## src/rtl/sram_march_bist.sv

```systemverilog
// March C- self-test engine for one single-port SRAM macro driven through its BIST port.
// Runs w0, up(r0,w1), up(r1,w0), down(r0,w1), down(r1,w0), up(r0), one operation per cycle.
// It stops at the first read mismatch and reports the failing address and data.
module sram_march_bist #(
  parameter int unsigned ADDR_WIDTH = 10,
  parameter int unsigned DATA_WIDTH = 32
) (
  input  logic                  clk,
  input  logic                  reset,
  input  logic                  start,
  output logic                  busy,
  output logic                  done,
  output logic                  fail,
  output logic [ADDR_WIDTH-1:0] fail_addr,
  output logic [DATA_WIDTH-1:0] fail_data,
  output logic                  bist_en,
  output logic                  bist_men,
  output logic                  bist_wen,
  output logic                  bist_ren,
  output logic [ADDR_WIDTH-1:0] bist_addr,
  output logic [DATA_WIDTH-1:0] bist_din,
  output logic [DATA_WIDTH-1:0] bist_bm,
  input  logic [DATA_WIDTH-1:0] bist_dout
);

  localparam logic [ADDR_WIDTH-1:0] ADDR_LAST = '1;
  localparam logic [ADDR_WIDTH-1:0] ADDR_ZERO = '0;
  localparam logic [DATA_WIDTH-1:0] DATA_ONES = '1;

  typedef enum logic [3:0] {
    S_IDLE, S_W0, S_UP_R0W1, S_UP_R1W0, S_DN_R0W1, S_DN_R1W0, S_R0, S_DRAIN, S_DONE
  } state_e;

  // Sequencer: element, address and read/write phase of the operation driven this cycle
  state_e                state_q, state_d;
  logic [ADDR_WIDTH-1:0] addr_q, addr_d;
  logic                  wr_phase_q, wr_phase_d;

  // Registered outputs
  logic                  busy_q, busy_d;
  logic                  done_q, done_d;
  logic                  en_q;
  logic                  men_q, men_d;
  logic                  wen_q, wen_d;
  logic                  ren_q, ren_d;
  logic [ADDR_WIDTH-1:0] baddr_q, baddr_d;
  logic [DATA_WIDTH-1:0] din_q, din_d;
  logic [DATA_WIDTH-1:0] bm_q, bm_d;
  logic                  exp_ones_q, exp_ones_d;

  // Compare pipeline and failure capture
  logic                  cmp_valid_q;
  logic [DATA_WIDTH-1:0] cmp_exp_q;
  logic [ADDR_WIDTH-1:0] cmp_addr_q;
  logic                  fail_q;
  logic [ADDR_WIDTH-1:0] fail_addr_q;
  logic [DATA_WIDTH-1:0] fail_data_q;

  logic mismatch_c;
  logic start_ok_c;
  logic testing_c;

  assign mismatch_c = cmp_valid_q && (bist_dout != cmp_exp_q);
  assign start_ok_c = start && ((state_q == S_IDLE) || (state_q == S_DONE));
  assign testing_c  = (state_q != S_IDLE) && (state_q != S_DONE) && (state_q != S_DRAIN);

  // State register
  always_ff @(posedge clk) begin
    if (reset) begin
      state_q    <= S_IDLE;
      addr_q     <= '0;
      wr_phase_q <= 1'b0;
    end else begin
      state_q    <= state_d;
      addr_q     <= addr_d;
      wr_phase_q <= wr_phase_d;
    end
  end

  // Next state: walk each element's address range, then hand over to the next element
  always_comb begin
    state_d    = state_q;
    addr_d     = addr_q;
    wr_phase_d = wr_phase_q;
    case (state_q)
      S_IDLE, S_DONE: begin
        if (start) begin
          state_d    = S_W0;
          addr_d     = ADDR_ZERO;
          wr_phase_d = 1'b0;
        end
      end
      S_W0: begin
        if (addr_q == ADDR_LAST) begin
          state_d = S_UP_R0W1;
          addr_d  = ADDR_ZERO;
        end else begin
          addr_d = addr_q + ADDR_WIDTH'(1);
        end
      end
      S_UP_R0W1, S_UP_R1W0: begin
        if (!wr_phase_q) begin
          wr_phase_d = 1'b1;
        end else begin
          wr_phase_d = 1'b0;
          if (addr_q == ADDR_LAST) begin
            state_d = (state_q == S_UP_R0W1) ? S_UP_R1W0 : S_DN_R0W1;
            addr_d  = (state_q == S_UP_R0W1) ? ADDR_ZERO : ADDR_LAST;
          end else begin
            addr_d = addr_q + ADDR_WIDTH'(1);
          end
        end
      end
      S_DN_R0W1, S_DN_R1W0: begin
        if (!wr_phase_q) begin
          wr_phase_d = 1'b1;
        end else begin
          wr_phase_d = 1'b0;
          if (addr_q == ADDR_ZERO) begin
            state_d = (state_q == S_DN_R0W1) ? S_DN_R1W0 : S_R0;
            addr_d  = (state_q == S_DN_R0W1) ? ADDR_LAST : ADDR_ZERO;
          end else begin
            addr_d = addr_q - ADDR_WIDTH'(1);
          end
        end
      end
      S_R0: begin
        if (addr_q == ADDR_LAST) begin
          state_d = S_DRAIN;
          addr_d  = ADDR_ZERO;
        end else begin
          addr_d = addr_q + ADDR_WIDTH'(1);
        end
      end
      S_DRAIN: state_d = S_DONE;
      default: state_d = S_IDLE;
    endcase
    // A mismatch lets the already-driven operation finish, then stops all access
    if (mismatch_c && testing_c) begin
      state_d    = S_DRAIN;
      addr_d     = ADDR_ZERO;
      wr_phase_d = 1'b0;
    end
  end

  // Output decode for the operation about to be driven (registered below)
  always_comb begin
    busy_d     = 1'b0;
    done_d     = 1'b0;
    wen_d      = 1'b0;
    ren_d      = 1'b0;
    din_d      = '0;
    exp_ones_d = 1'b0;
    case (state_d)
      S_W0: begin
        busy_d = 1'b1;
        wen_d  = 1'b1;
      end
      S_UP_R0W1, S_DN_R0W1: begin
        busy_d = 1'b1;
        if (wr_phase_d) begin
          wen_d = 1'b1;
          din_d = DATA_ONES;
        end else begin
          ren_d = 1'b1;
        end
      end
      S_UP_R1W0, S_DN_R1W0: begin
        busy_d = 1'b1;
        if (wr_phase_d) begin
          wen_d = 1'b1;
        end else begin
          ren_d      = 1'b1;
          exp_ones_d = 1'b1;
        end
      end
      S_R0: begin
        busy_d = 1'b1;
        ren_d  = 1'b1;
      end
      S_DRAIN: busy_d = 1'b1;
      S_DONE:  done_d = 1'b1;
      default: busy_d = 1'b0;
    endcase
    men_d   = wen_d | ren_d;
    bm_d    = wen_d ? DATA_ONES : '0;
    baddr_d = men_d ? addr_d : ADDR_ZERO;
  end

  // Output registers
  always_ff @(posedge clk) begin
    if (reset) begin
      busy_q     <= 1'b0;
      done_q     <= 1'b0;
      en_q       <= 1'b0;
      men_q      <= 1'b0;
      wen_q      <= 1'b0;
      ren_q      <= 1'b0;
      baddr_q    <= '0;
      din_q      <= '0;
      bm_q       <= '0;
      exp_ones_q <= 1'b0;
    end else begin
      busy_q     <= busy_d;
      done_q     <= done_d;
      en_q       <= busy_d;
      men_q      <= men_d;
      wen_q      <= wen_d;
      ren_q      <= ren_d;
      baddr_q    <= baddr_d;
      din_q      <= din_d;
      bm_q       <= bm_d;
      exp_ones_q <= exp_ones_d;
    end
  end

  // Compare pipeline: tag each read with its expectation, check it when data returns
  always_ff @(posedge clk) begin
    if (reset) begin
      cmp_valid_q <= 1'b0;
      cmp_exp_q   <= '0;
      cmp_addr_q  <= '0;
      fail_q      <= 1'b0;
      fail_addr_q <= '0;
      fail_data_q <= '0;
    end else begin
      cmp_valid_q <= ren_q;
      cmp_exp_q   <= exp_ones_q ? DATA_ONES : '0;
      cmp_addr_q  <= baddr_q;
      if (start_ok_c) begin
        fail_q      <= 1'b0;
        fail_addr_q <= '0;
        fail_data_q <= '0;
      end else if (mismatch_c && !fail_q) begin
        fail_q      <= 1'b1;
        fail_addr_q <= cmp_addr_q;
        fail_data_q <= bist_dout;
      end
    end
  end

  assign busy      = busy_q;
  assign done      = done_q;
  assign fail      = fail_q;
  assign fail_addr = fail_addr_q;
  assign fail_data = fail_data_q;
  assign bist_en   = en_q;
  assign bist_men  = men_q;
  assign bist_wen  = wen_q;
  assign bist_ren  = ren_q;
  assign bist_addr = baddr_q;
  assign bist_din  = din_q;
  assign bist_bm   = bm_q;

endmodule

```

## config.mk

```make
export PLATFORM = sky130hd
export DESIGN_NAME = sram_march_bist
export DESIGN_NICKNAME = d
export VERILOG_FILES = /design/src/rtl/sram_march_bist.sv
export SDC_FILE = /design/constraint.sdc
export NUM_CORES = 1
export LEC_CHECK = 0
export CAP_MARGIN = 10
export CORE_MARGIN = 1.5
export CORE_UTILIZATION = 50
export DETAILED_ROUTE_END_ITERATION = 10
export GPL_TIMING_DRIVEN = 0
export PLACE_DENSITY = 0.91
export SYNTH_ARGS = -nofsm -noshare
export SYNTH_HDL_FRONTEND = slang
export SYNTH_SLANG_ARGS = --single-unit
```

## constraint.sdc

```tcl
create_clock -name clk -period 8.38 [get_ports clk]
set_input_delay 1.257 -clock clk [delete_from_list [all_inputs] [get_ports clk]]
set_output_delay 1.257 -clock clk [all_outputs]
set_load 0.005 [all_outputs]
```

# Word level (Yosys, flattened, before mapping)
# Cells that the tools add are included.
# Widths: inputs -> output; s select.
op_classes:
  eq_ne: 20
  n_bitwise: 4
  order_cmp: 0
  mul: 0
  reduce_logical: 24
  add_sub_neg: 2
  n_div: 0
  shifts: 0
  muxes: 34
op_table:
  columns: ["operator", "n"]
  rows:
  - ["$mux 32", 3]
  - ["$mux 10", 9]
  - ["$pmux 10 s4", 1]
  - ["$eq 4x3->1 const B", 8]
  - ["$mux 4", 8]
  - ["$ne 32x32->1", 1]
  - ["$pmux 4 s6", 1]
  - ["$reduce_or 2->1", 10]
  - ["$eq 4x2->1 const B", 4]
  - ["$add 10x1->10 const B", 1]
  - ["$eq 10x10->1 const B", 1]
  - ["$logic_not 10->1", 1]
  - ["$sub 10x1->10 const B", 1]
  - ["$eq 4x1->1 const B", 2]
  - ["$eq 4x4->1 const B", 2]
  - ["$reduce_or 4->1", 2]
  - ["$mux 1", 7]
  - ["$reduce_or 7->1", 1]
  - ["$logic_and 1x1->1", 6]
  - ["$pmux 1 s2", 3]
  - ["$logic_not 4->1", 1]
  - ["$ne 4x3->1 const B", 1]
  - ["$ne 4x4->1 const B", 1]
  - ["$reduce_bool 4->1", 1]
  - ["6 further kinds", 8]
word_totals:
  out_inout_bits: 123
  regBits: 181
  mem_bits_rw: 0
  latchBits: 0
  rom_bits: 0
  memories: 0

# Logic depth before layout (Yosys ltp)
logic_depth:
  ltp_word: 12
  mapped_depth: 13
  ltp_nobuf: 9

# Worst setup path after synthesis
# Ideal clock, no wire load.
synth_path:
  path_kind: "input-to-reg"
  from: "input port bist_dout[13]"
  to: "register fail_addr_q[0] (netlist: fail_addr[0])"
  cell_stages: 8
  setup_slack_ns: 5.189
  n_path_buf: 2
  required_time_ns: 8.252
  arrival_ns: 3.064
  path_cell_list: "nor4_1 -> a31oi_1 -> o41ai_1 -> nand2b_1 -> clkbuf_1 -> buf_2 -> mux2i_1 -> nor2_1"
synth_via:
  elab_chain_len: 3
synth_lines:
  columns: ["element", "line_no", "source"]
  rows:
  - ["start: declaration", "23", "input logic [DATA_WIDTH-1:0] bist_dout"]
  - ["$ne 32x32->1", "63", "assign mismatch_c = cmp_valid_q && (bist_dout != cmp_exp_q);"]
  - ["$logic_and 1x1->1", "63", null]
  - ["$logic_and 1x1->1", "234", "end else if (mismatch_c && !fail_q) begin"]
  - ["end signal: assignment", "236", "fail_addr_q <= cmp_addr_q;"]
  - ["end: declaration", "56", "logic [ADDR_WIDTH-1:0] fail_addr_q;"]
# No other way between the ends.
# A chain may end at the register's enable or synchronous reset.

# Final worst setup path
layout_path:
  from: "input port bist_dout[29]"
  to: "register fail_data_q[2] (netlist: fail_data[2])"
layout_via:
  elab_chain_len: 3
layout_lines:
  columns: ["element", "line_no", "source"]
  rows:
  - ["$ne 32x32->1", "63", null]
  - ["$logic_and 1x1->1", "63", null]
  - ["$logic_and 1x1->1", "234", null]
  - ["end signal: assignment", "237", "fail_data_q <= bist_dout;"]
  - ["end: declaration", "57", "logic [DATA_WIDTH-1:0] fail_data_q;"]
# No other way between the ends.

==> results.ini <==
[place]
port_buffers = 157
hpwlAfterDp_um = 11650
gp_congestion = 0.9630

[global_routing]
grt_first_pass_wirelength_um = 23380
grt.overflow.total = 0
grt_start_max_net_pins = 34
antenna_found_initial = 0
grt_pass1_vias = 4603
grt_usage_pct = 29.32

[drt]
wl_per_cell_um = 17.11
drtIter0Drc = 289
drc = 0
avgViaCountPerCell = 5.477
via_count = 4809
wirelength_um = 15020
first_pass_iters = 5
ant_nets = 0

[floorplanning]
dieArea_um2 = 10240
ios = 158
die_w_um = 101.2
initial_utilization_pct = 51.93
core-area_um2 = 9284
rows = 35
dieHeight_um = 101.2

[run]
drv_cap = 0

[status]
status = finished, final reports clean

[finish]
mostFrequentLayoutCell = clkdlybuf4s50_1
antenna_cells = 0
final_nets = 781
layout-drive-gt1-share_pct = 15.49
syn_to_final_growth_pct = 39.66
layout_common_cells = 157 x clkdlybuf4s50_1, 90 x nor2_1, 87 x dfxtp_1, 65 x buf_4, 45 x mux2i_1
fill_cells = 711

[synthesis]
synth_edf_count = 0
ys_async_sr_fraction_pct = 0
yosysSeqAreaShare_pct = 36.13
synthDistinctLibCells = 70
yosys_warnings = 0
synthCells = 575
synth_flop_cell = dfxtp_1
syn_nets = 612
syn_area_um2 = 4821
synth_seq_cells = 87
syn_area_per_cell_um2 = 8.384

[clock_network]
cts_tree = done
cts_buffers = 9
cts_resized = 0
cts.sinks = 87
max-clock-path-buffers = 2
holdBufCountCts = 0
clk_pin_slew_worst_paths_ns = 0.08
post_cts_buffers = 0
ctsHtreeMaxLevel = 3
cts-root-buf = clkbuf_8
insertion_delay_ns = 0.35

[worst_hold_path]
hold_path.class = flip-flop to flip-flop

[pwr]
power_switching_mw = 0.2111
combinationalPowerShare_pct = 16.0
ir_drop_mv = 0.07372
p_clk_share_pct = 32.0
p_seq_share_pct = 51.9
p_int_mw = 0.5995
p_leak_nw = 2.794
p_per_area_nw_per_um2 = 120.4
netSwitchingFraction_pct = 26.04

[sta]
rsz0062_at_grt = false
fin_tns_setup_ns = 0
whs_ns = 0.4409
hold_viol = 0
finalCritPeriodShare_pct = 49.89
finClkSkew_ns = 0.01176
fmax_ghz = 0.2392
period_needed_ns = 4.181
finalSetupViolCount = 0
tightest_slew_ns = 1.020
max-slew-margin-rel_pct = 31.14
drv_slew = 0

[worst_setup_path]
worstPathRequired_ns = 8.59
cp-end-kind = flip-flop
path_class = input pin to flip-flop
crit_fanout = 10
cp-start-kind = input pin
worstPathArrival_ns = 4.39

[path summary, 6_finish.rpt]
| check | startpoint | end | slack, ns | depth (start not counted) |
|---|---|---|---|---|
| worst max register to register | addr_q[0] | bist_addr[3] | 4.98 | 9 |
| worst max-delay path | bist_dout[29] | fail_data[2] | 4.20 | 10 |
| worst min register to register | exp_ones_q | cmp_exp_q[30] | 0.44 | 1 |
| worst min-delay path | exp_ones_q | cmp_exp_q[30] | 0.44 | 1 |
[cell usage after synthesis (3+ instances only)]
library cell  count  area (um2)
inv_1             9       33.78
nand2b_1          7       43.79
o221ai_1          3       26.28
nand4_1           8       50.05
nand2_1          21       78.83
nor3b_1           3       22.52
xor2_1            3       26.28
a31oi_1           8       50.05
nor2b_1          19       118.9
nand3_1          15       75.07
nor4_1            7       43.79
or2_2             5       31.28
a221oi_1          3       26.28
nor2_1           90       337.8
a211oi_1          5       37.54
o21a_1            3       22.52
o21ai_0          18       90.09
a21oi_1          24       120.1
buf_4            65       488.0
mux2i_1          45       450.4
o21bai_1          4       30.03
o211ai_1          5       37.54
a21o_1            3       22.52
nor3_1           16       80.08
buf_2             8       40.04
xnor2_1           4       35.03
clkbuf_1         27       101.4
dfxtp_1          87        1742
and2_1            4       25.02
or3b_2            4       35.03
[state kept, by name, summed over array words and instances (netlist names)]
name / flops
addr_q: 10
bist_ren: 1
exp_ones_q: 1
bist_addr: 10
fail: 1
cmp_valid_q: 1
fail_data: 32
cmp_addr_q: 10
bist_din: 1
bist_en: 1
done: 1
bist_bm: 1
fail_addr: 10
cmp_exp_q: 1
wr_phase_q: 1
state_q: 4
bist_men: 1
[cell type report]
| cell class | count | area [um2] | area share, % |
|---|---|---|---|
| Sequential cell | 87 | 1742 | 25.87 |
| Multi-Input combinational cell | 374 | 2379 | 35.33 |
| Clock inverter | 6 | 46.29 | 0.6876 |
| Timing Repair Buffer | 158 | 1577 | 23.42 |
| Inverter | 9 | 33.78 | 0.5018 |
| Clock buffer | 10 | 127.6 | 1.896 |
| Buffer | 105 | 666.9 | 9.905 |
| Tap cell | 129 | 161.4 | 2.397 |
[kinds of logic (layout without fill, tap and decap cells)]
kind of cell / Yosys count / in the layout / share of synthesized area, %
adders and majority gates: 2 / 2 / 0.5190
and+or+nand+nor: 219 / 219 / 23.05
buffers and inverters: 114 / 288 / 14.53
xor gates and xnor gates: 7 / 7 / 1.272
muxes: 46 / 46 / 9.577
AOI/OAI and AO/OA: 100 / 100 / 14.92
DFF: 87 / 87 / 36.13
[per-stage QoR]
stage / setup slack, ns / power (mW) / area (um2) / util, % / cells
global placement: 4.221 / 0.5561 / 6554 / 70.59 / 861
floorplan: 5.189 / 0.4913 / 4821 / - / 575
global route: 4.038 / 0.8453 / 6733 / 72.52 / 878
finish: 4.199 / 0.8106 / 6733 / 72.52 / 878
CTS: 4.292 / 0.8145 / 6728 / 72.47 / 877
detailed placement: 4.015 / 0.5587 / 6554 / 70.59 / 861
[power by group through the flow]
stage               Sequential, mW  Combinational [mW]  Clock, mW
floorplan                    0.430              0.0618          0
global route                 0.422               0.139      0.285
CTS                          0.421               0.129      0.265
global placement             0.430               0.126          0
detailed placement           0.431               0.128          0
finish                       0.421               0.130      0.260
[critical path, stage by stage]
cell,delay (ns)
clkdlybuf4s50_1,0.55
nand4_1,0.12
nor3_1,0.24
a31oi_1,0.09
o41ai_1,0.93
nand2b_1,0.22
clkbuf_1,0.27
buf_2,0.36
mux2i_1,0.26
nor2_1,0.07
[metal layers]
layer | wire (um) | up-vias | part of all wire [%] | global-route usage [%]
met5 | 7 | - | 0.047 | 0
met4 | 552 | 2 | 3.7 | 14.74
met3 | 1110 | 42 | 7.4 | 5.728
met2 | 7313 | 247 | 49 | 50.75
met1 | 6040 | 2238 | 40 | 34.66
li1 | - | 2280 | - | -
Note: power is estimated with default switching activity, not from simulation.
